File: src/rtl/multicycle_ctrl.sv
// multicycle_ctrl: main control FSM for the multicycle RV32I datapath.
// It decodes the latched opcode and steps through fetch / decode / execute /
// memory / writeback. It also drives every datapath select and enable.
// A memory-wait watchdog sends the FSM to a halt (TRAP) state when
// mem_ready stays low for too long.
// Optional feature macro: ILLEGAL_TRAP_EN. When it is defined, unsupported
// opcodes and unsupported branch funct3 values trap and set illegal_instr.
module multicycle_ctrl #(
  parameter int MEM_TIMEOUT = 15,
  parameter int CNT_W       = $clog2(MEM_TIMEOUT + 1)
) (
  input  logic       clk,
  input  logic       reset,
  input  logic [6:0] opcode,
  input  logic [2:0] funct3,
  input  logic       zero,
  input  logic       mem_ready,
  output logic       pc_write,
  output logic       adr_src,
  output logic       mem_write,
  output logic       ir_write,
  output logic       reg_write,
  output logic [1:0] result_src,
  output logic [1:0] alu_src_a,
  output logic [1:0] alu_src_b,
  output logic [1:0] alu_op,
  output logic       mem_timeout,
  output logic       illegal_instr,
  output logic       halted
);

  typedef enum logic [3:0] {
    S_FETCH    = 4'd0,
    S_DECODE   = 4'd1,
    S_MEMADR   = 4'd2,
    S_MEMREAD  = 4'd3,
    S_MEMWB    = 4'd4,
    S_MEMWRITE = 4'd5,
    S_EXECR    = 4'd6,
    S_EXECI    = 4'd7,
    S_ALUWB    = 4'd8,
    S_BRANCH   = 4'd9,
    S_JAL      = 4'd10,
    S_JALR1    = 4'd11,
    S_JALR2    = 4'd12,
    S_LUI      = 4'd13,
    S_AUIPC    = 4'd14,
    S_TRAP     = 4'd15
  } state_t;

  localparam logic [6:0] OP_LOAD  = 7'b0000011;
  localparam logic [6:0] OP_STORE = 7'b0100011;
  localparam logic [6:0] OP_RTYPE = 7'b0110011;
  localparam logic [6:0] OP_ITYPE = 7'b0010011;
  localparam logic [6:0] OP_BR    = 7'b1100011;
  localparam logic [6:0] OP_JAL   = 7'b1101111;
  localparam logic [6:0] OP_JALR  = 7'b1100111;
  localparam logic [6:0] OP_LUI   = 7'b0110111;
  localparam logic [6:0] OP_AUIPC = 7'b0010111;

  localparam logic [2:0] F3_BEQ = 3'b000;
  localparam logic [2:0] F3_BNE = 3'b001;

  localparam logic [1:0] A_PC    = 2'b00;
  localparam logic [1:0] A_OLDPC = 2'b01;
  localparam logic [1:0] A_RS1   = 2'b10;
  localparam logic [1:0] A_ZERO  = 2'b11;
  localparam logic [1:0] B_RS2   = 2'b00;
  localparam logic [1:0] B_IMM   = 2'b01;
  localparam logic [1:0] B_FOUR  = 2'b10;
  localparam logic [1:0] R_ALUOUT = 2'b00;
  localparam logic [1:0] R_DATA   = 2'b01;
  localparam logic [1:0] R_ALURES = 2'b10;
  localparam logic [1:0] OP_ADD  = 2'b00;
  localparam logic [1:0] OP_SUB  = 2'b01;
  localparam logic [1:0] OP_FUNC = 2'b10;

  // cnt_q counts the wait cycles already spent before the current one.
  // The watchdog therefore fires on the MEM_TIMEOUT-th consecutive cycle
  // without mem_ready.
  localparam logic [CNT_W-1:0] CNT_LAST = CNT_W'(MEM_TIMEOUT - 1);
  localparam logic [CNT_W-1:0] CNT_MAX  = CNT_W'(MEM_TIMEOUT);

  state_t           state_q, state_d;
  logic [CNT_W-1:0] cnt_q, cnt_d;
  logic             timeout_q;
  logic             wait_st;
  logic             timeout_hit;
  logic             br_taken;
`ifdef ILLEGAL_TRAP_EN
  logic             illegal_q;
  logic             illegal_set;
`endif

  assign wait_st     = (state_q == S_FETCH) || (state_q == S_MEMREAD) ||
                       (state_q == S_MEMWRITE);
  assign timeout_hit = wait_st && !mem_ready && (cnt_q == CNT_LAST);
  assign br_taken    = ((funct3 == F3_BEQ) && zero) ||
                       ((funct3 == F3_BNE) && !zero);

  // Wait counter: cleared outside wait states and on mem_ready; saturates.
  // Every entry into a wait state comes either from a non-wait state or
  // with mem_ready high, so this also clears the counter on entry.
  always_comb begin
    cnt_d = '0;
    if (wait_st && !mem_ready) begin
      if (cnt_q == CNT_MAX) cnt_d = cnt_q;
      else                  cnt_d = cnt_q + CNT_W'(1);
    end
  end

  // State register, wait counter and sticky flags.
  always_ff @(posedge clk or posedge reset) begin
    if (reset) begin
      state_q   <= S_FETCH;
      cnt_q     <= '0;
      timeout_q <= 1'b0;
`ifdef ILLEGAL_TRAP_EN
      illegal_q <= 1'b0;
`endif
    end else begin
      state_q <= state_d;
      cnt_q   <= cnt_d;
      if (timeout_hit) timeout_q <= 1'b1;
`ifdef ILLEGAL_TRAP_EN
      if (illegal_set) illegal_q <= 1'b1;
`endif
    end
  end

  // Next-state logic.
  always_comb begin
    state_d = state_q;
`ifdef ILLEGAL_TRAP_EN
    illegal_set = 1'b0;
`endif
    if (timeout_hit) begin
      state_d = S_TRAP;
    end else begin
      case (state_q)
        S_FETCH:    if (mem_ready) state_d = S_DECODE;
        S_DECODE: begin
          case (opcode)
            OP_LOAD, OP_STORE: state_d = S_MEMADR;
            OP_RTYPE:          state_d = S_EXECR;
            OP_ITYPE:          state_d = S_EXECI;
            OP_BR:             state_d = S_BRANCH;
            OP_JAL:            state_d = S_JAL;
            OP_JALR:           state_d = S_JALR1;
            OP_LUI:            state_d = S_LUI;
            OP_AUIPC:          state_d = S_AUIPC;
            default: begin
`ifdef ILLEGAL_TRAP_EN
              state_d     = S_TRAP;
              illegal_set = 1'b1;
`else
              state_d = S_FETCH;
`endif
            end
          endcase
        end
        S_MEMADR:   state_d = opcode[5] ? S_MEMWRITE : S_MEMREAD;
        S_MEMREAD:  if (mem_ready) state_d = S_MEMWB;
        S_MEMWB:    state_d = S_FETCH;
        S_MEMWRITE: if (mem_ready) state_d = S_FETCH;
        S_EXECR:    state_d = S_ALUWB;
        S_EXECI:    state_d = S_ALUWB;
        S_ALUWB:    state_d = S_FETCH;
        S_BRANCH: begin
          state_d = S_FETCH;
`ifdef ILLEGAL_TRAP_EN
          if ((funct3 != F3_BEQ) && (funct3 != F3_BNE)) begin
            state_d     = S_TRAP;
            illegal_set = 1'b1;
          end
`endif
        end
        S_JAL:      state_d = S_ALUWB;
        S_JALR1:    state_d = S_JALR2;
        S_JALR2:    state_d = S_ALUWB;
        S_LUI:      state_d = S_ALUWB;
        S_AUIPC:    state_d = S_ALUWB;
        S_TRAP:     state_d = S_TRAP;
        default:    state_d = S_FETCH;
      endcase
    end
  end

  // Output decode. Enables are gated off while reset is high.
  always_comb begin
    pc_write   = 1'b0;
    adr_src    = 1'b0;
    mem_write  = 1'b0;
    ir_write   = 1'b0;
    reg_write  = 1'b0;
    result_src = R_ALUOUT;
    alu_src_a  = A_PC;
    alu_src_b  = B_RS2;
    alu_op     = OP_ADD;
    case (state_q)
      S_FETCH: begin
        alu_src_a  = A_PC;
        alu_src_b  = B_FOUR;
        result_src = R_ALURES;
        ir_write   = mem_ready;
        pc_write   = mem_ready;
      end
      S_DECODE: begin
        alu_src_a = A_OLDPC;
        alu_src_b = B_IMM;
      end
      S_MEMADR: begin
        alu_src_a = A_RS1;
        alu_src_b = B_IMM;
      end
      S_MEMREAD: begin
        adr_src = 1'b1;
      end
      S_MEMWB: begin
        result_src = R_DATA;
        reg_write  = 1'b1;
      end
      S_MEMWRITE: begin
        adr_src   = 1'b1;
        mem_write = !timeout_hit;
      end
      S_EXECR: begin
        alu_src_a = A_RS1;
        alu_src_b = B_RS2;
        alu_op    = OP_FUNC;
      end
      S_EXECI: begin
        alu_src_a = A_RS1;
        alu_src_b = B_IMM;
        alu_op    = OP_FUNC;
      end
      S_ALUWB: begin
        reg_write = 1'b1;
      end
      S_BRANCH: begin
        alu_src_a = A_RS1;
        alu_src_b = B_RS2;
        alu_op    = OP_SUB;
        pc_write  = br_taken;
      end
      S_JAL, S_JALR2: begin
        alu_src_a = A_OLDPC;
        alu_src_b = B_FOUR;
        pc_write  = 1'b1;
      end
      S_JALR1: begin
        alu_src_a = A_RS1;
        alu_src_b = B_IMM;
      end
      S_LUI: begin
        alu_src_a = A_ZERO;
        alu_src_b = B_IMM;
      end
      S_AUIPC: begin
        alu_src_a = A_OLDPC;
        alu_src_b = B_IMM;
      end
      default: ;
    endcase
    if (reset) begin
      pc_write  = 1'b0;
      ir_write  = 1'b0;
      mem_write = 1'b0;
      reg_write = 1'b0;
    end
  end

  assign halted      = (state_q == S_TRAP);
  assign mem_timeout = timeout_q;
`ifdef ILLEGAL_TRAP_EN
  assign illegal_instr = illegal_q;
`else
  assign illegal_instr = 1'b0;
`endif

endmodule
File: config.mk
export PLATFORM = sky130hd
export DESIGN_NAME = multicycle_ctrl
export DESIGN_NICKNAME = d
export VERILOG_FILES = /design/src/rtl/multicycle_ctrl.sv
export SDC_FILE = /design/constraint.sdc
export NUM_CORES = 1
export LEC_CHECK = 0
export CAP_MARGIN = 20
export CORE_MARGIN = 10
export CORE_UTILIZATION = 45
export CTS_CLUSTER_DIAMETER = 200
export DETAILED_ROUTE_END_ITERATION = 16
export PLACE_DENSITY = 0.79
export SKIP_CTS_REPAIR_TIMING = 1
export SLEW_MARGIN = 40
export SYNTH_ARGS = -nofsm -noshare
export SYNTH_HDL_FRONTEND = slang
export SYNTH_SLANG_ARGS = --single-unit
File: constraint.sdc
create_clock -name clk -period 2.2 [get_ports clk]
set_input_delay 0.55 -clock clk [delete_from_list [all_inputs] [get_ports clk]]
set_output_delay 0.55 -clock clk [all_outputs]
set_load 0.01 [all_outputs]
==> results.md <==
- Status: finished with violations
- Failing checks: setup timing
- Wire per inst: 16.0 um
- Worst-case clock buffer depth: 2
- Hold_sp: mem_timeout
- Die Y: 64.2 um
- Overall Power: 1.47 mW
- Top Ports: 30
- Worst r2r path cells: 4
- Yosys top cell area share: 0.256
- DP Area: between 1000 and 1500 sq um
- Layout cells sized above 1: 0.271
- Post-DP HPWL: roughly 2400 um
- Detailed-route DRC error count: 0
- Met3 Usage GRT: 0.0331
- Via density: 5.73
- # port buffers: 28
- Initial antenna violation count: 0
- Final hold slack: 0.496 ns
- Worst setup startpoint: state_q[1]
- Main combinational cell family by area after synthesis: simple AND/OR/NAND/NOR gates
- Sequential fraction of the synthesis area: 0.256
- Crit share post-route: 1.09
- TNS Setup: -0.203 ns
- Vias: 1094
- Syn_nets: 132
- Reg clk slew, reported paths: around 0.060 ns
- Clock skew: 0.00277 ns
- All-Layer GR Usage: 0.134
- Syn Area/Cell: 7.59 sq um
- Multiplexer area fraction after synthesis: 0
- # rows: 15
- Final instance area: 1420 sq um
- Starting Density: 0.494
- Met2 GRT Util: 0.232
- H-tree depth: 1
- Post-Synth XOR/XNOR Area: 0.0398
- Setup crit end: mem_write
- Grt total ovfl: 0
- FF-to-FF setup slack: 0.29 ns
- GRT busiest layer: met2
- RSZ-0062 raised after global routing: yes
- Final GP Congestion: 0.806
- Syn-to-layout area delta: 60.7%
- Root buffer cell: clkbuf_4
- Synthesized-area fraction occupied by adder cells: 0.0284
- HP Class: reg2reg
- Fmax: 416 MHz
- # setup viols final: 1
- Placed Cells: roughly 190
- Place WS: -0.674 ns
- Max_cap viols: 0
- CTS Sinks: 9
- Worst setup SP type: register
- Nature of the critical path endpoint: output port
- Total Routed Length: 3060 um
- Peak VDD IR: about 0.0006 V
- Number of CTS-inserted buffers: 3
- CP Data Required Time: 1.65 ns
- Pin count of the biggest net entering global routing: 11
- CTS tree: built
- Leak pwr: between 0.8 and 0.9 nW
- # diodes: 0
- Clock period minus worst slack: approximately 2.4 ns
- Die W: roughly 64 um
- Synth area leaders: dfrtp_1 (26%), nor2_1 (4.7%), a21oi_1 (4.5%)
- Yosys top cell by area: dfrtp_1
- Seq cells post-synth: 9
- Reg-to-Reg End: state_q[3]
- Number of global-route vias before repair: roughly 1.1k
- Worst r2r src: state_q[3]
- Final core occ: 0.794
- Initial drt markers: 63
- Cell variety after synth: 37
- Layout fillers: between 100 and 150
- Final hold vios: 0
- Max Fanout on Critical Path: 4
- Pre-Repair DR Iteration Count: 4
- Worst skew pair latency: 0.25 ns
- First-pass GRT wire length: 4690 um
- GR Util met1: 0.148
- Fin. max-slew vios: 0
- Post-route insts no fill: roughly 190
- Mapped Area: 881 sq um
- Compound-cell area share of the yosys netlist: 0.209
- Cells after synthesis: 116
- Simple-gate area share of the yosys netlist: 0.382
- Critical path class: reg2out
- Yosys warns: 0
- DRT antenna net count: 0
- Worst Path Arrival: approximately 1.9 ns
- Pwr dens: 1040 nW/um^2
- PnR worst setup slack: -0.203 ns
- Total die area: about 4100 sq um
- Fin nets: between 150 and 200
- Placeable Area: around 1800 sq um
==> cells in the mapped netlist <==
master / n
o21bai_1: 1
nor3_4: 1
nor2b_1: 3
nor4b_2: 1
o311ai_0: 1
buf_6: 2
nor3_1: 7
dfrtp_1: 9
nand4b_1: 1
or4b_4: 1
inv_1: 7
and3_1: 3
a21o_1: 2
nor4_1: 3
nand2_1: 6
o21ai_0: 8
a211oi_1: 1
nand3_1: 7
ha_1: 2
o21ai_1: 1
a31oi_1: 2
conb_1: 1
nor3b_1: 2
clkbuf_1: 4
or3b_2: 1
nor4b_1: 1
nand3b_1: 3
a22oi_2: 1
or2_2: 1
xnor2_1: 4
buf_4: 1
nor2_1: 11
o21ba_2: 1
nand2b_1: 5
o211ai_1: 1
a32oi_1: 2
a21oi_1: 8
==> worst max-delay path, cell delays in order (launching register included) <==
cell	delay, ns
dfrtp_2	0.44
buf_4	0.16
nor4b_2	0.24
a22oi_2	0.10
or2_2	0.33
nor4b_1	0.15
dlymetal6s2s_1	0.17
==> how the worst min path moves through the flow <==
| stage | end | slack [ns] | cells after the start |
|---|---|---|---|
| 6_report | mem_timeout | 0.50 | 1 |
| 4_1_cts | mem_timeout | 0.50 | 1 |
| 3_3_place_gp | mem_timeout | 0.46 | 1 |
| 2_1_floorplan | cnt_q[0] | 0.39 | 1 |
| 5_1_grt | mem_timeout | 0.53 | 1 |
| 3_5_place_dp | mem_timeout | 0.48 | 1 |
==> logic make-up after synthesis <==
logic type      after synthesis
compound gates               29
xor+xnor                      4
fa+ha+maj                     2
buf+inv                      14
flops                         9
other cells                   1
simple gates                 57
==> per-layer routing <==
metal,share of wire,vias to the layer above
li1,-,515
met1,0.40,505
met2,0.50,64
met3,0.074,10
met4,0.030,0
met5,0,-
==> where the power goes <==
part	switching [mW]	internal (mW)
sequential	0.0696	0.212
clock	0.0564	0.0698
combinational	0.512	0.550
==> area by class of cell <==
cell class | instances | area (sq um) | area share
multi-input combinational | 93 | 611 | 0.431
timing repair buffer | 53 | 490 | 0.347
sequential | 9 | 230 | 0.163
tap | 25 | 31.3 | 0.0221
clock buffer | 4 | 26.3 | 0.0186
inverter | 7 | 26.3 | 0.0186
==> sequential cells by signal, summed over array words and instances (netlist names) <==
register	cells
cnt_q	4
mem_timeout	1
state_q	4
==> layout by cell type, fill, tap and decap left out, types with 2 or more instances in the layout <==
master,n
a21oi_1,8
inv_1,7
nand2_1,6
dfrtp_1,5
buf_4,25
nand3b_1,3
o21ai_1,4
nor3_1,6
o21ai_0,5
nand2b_1,5
a21o_1,2
dfrtp_2,4
nor2_1,11
nand3_1,7
clkbuf_2,2
xnor2_1,4
a31oi_1,2
a32oi_1,2
nor3b_1,2
ha_1,2
and3_1,3
clkdlybuf4s50_1,10
nor2b_1,3
dlymetal6s2s_1,15
clkbuf_4,3
Power figures use the tool's default switching activity.
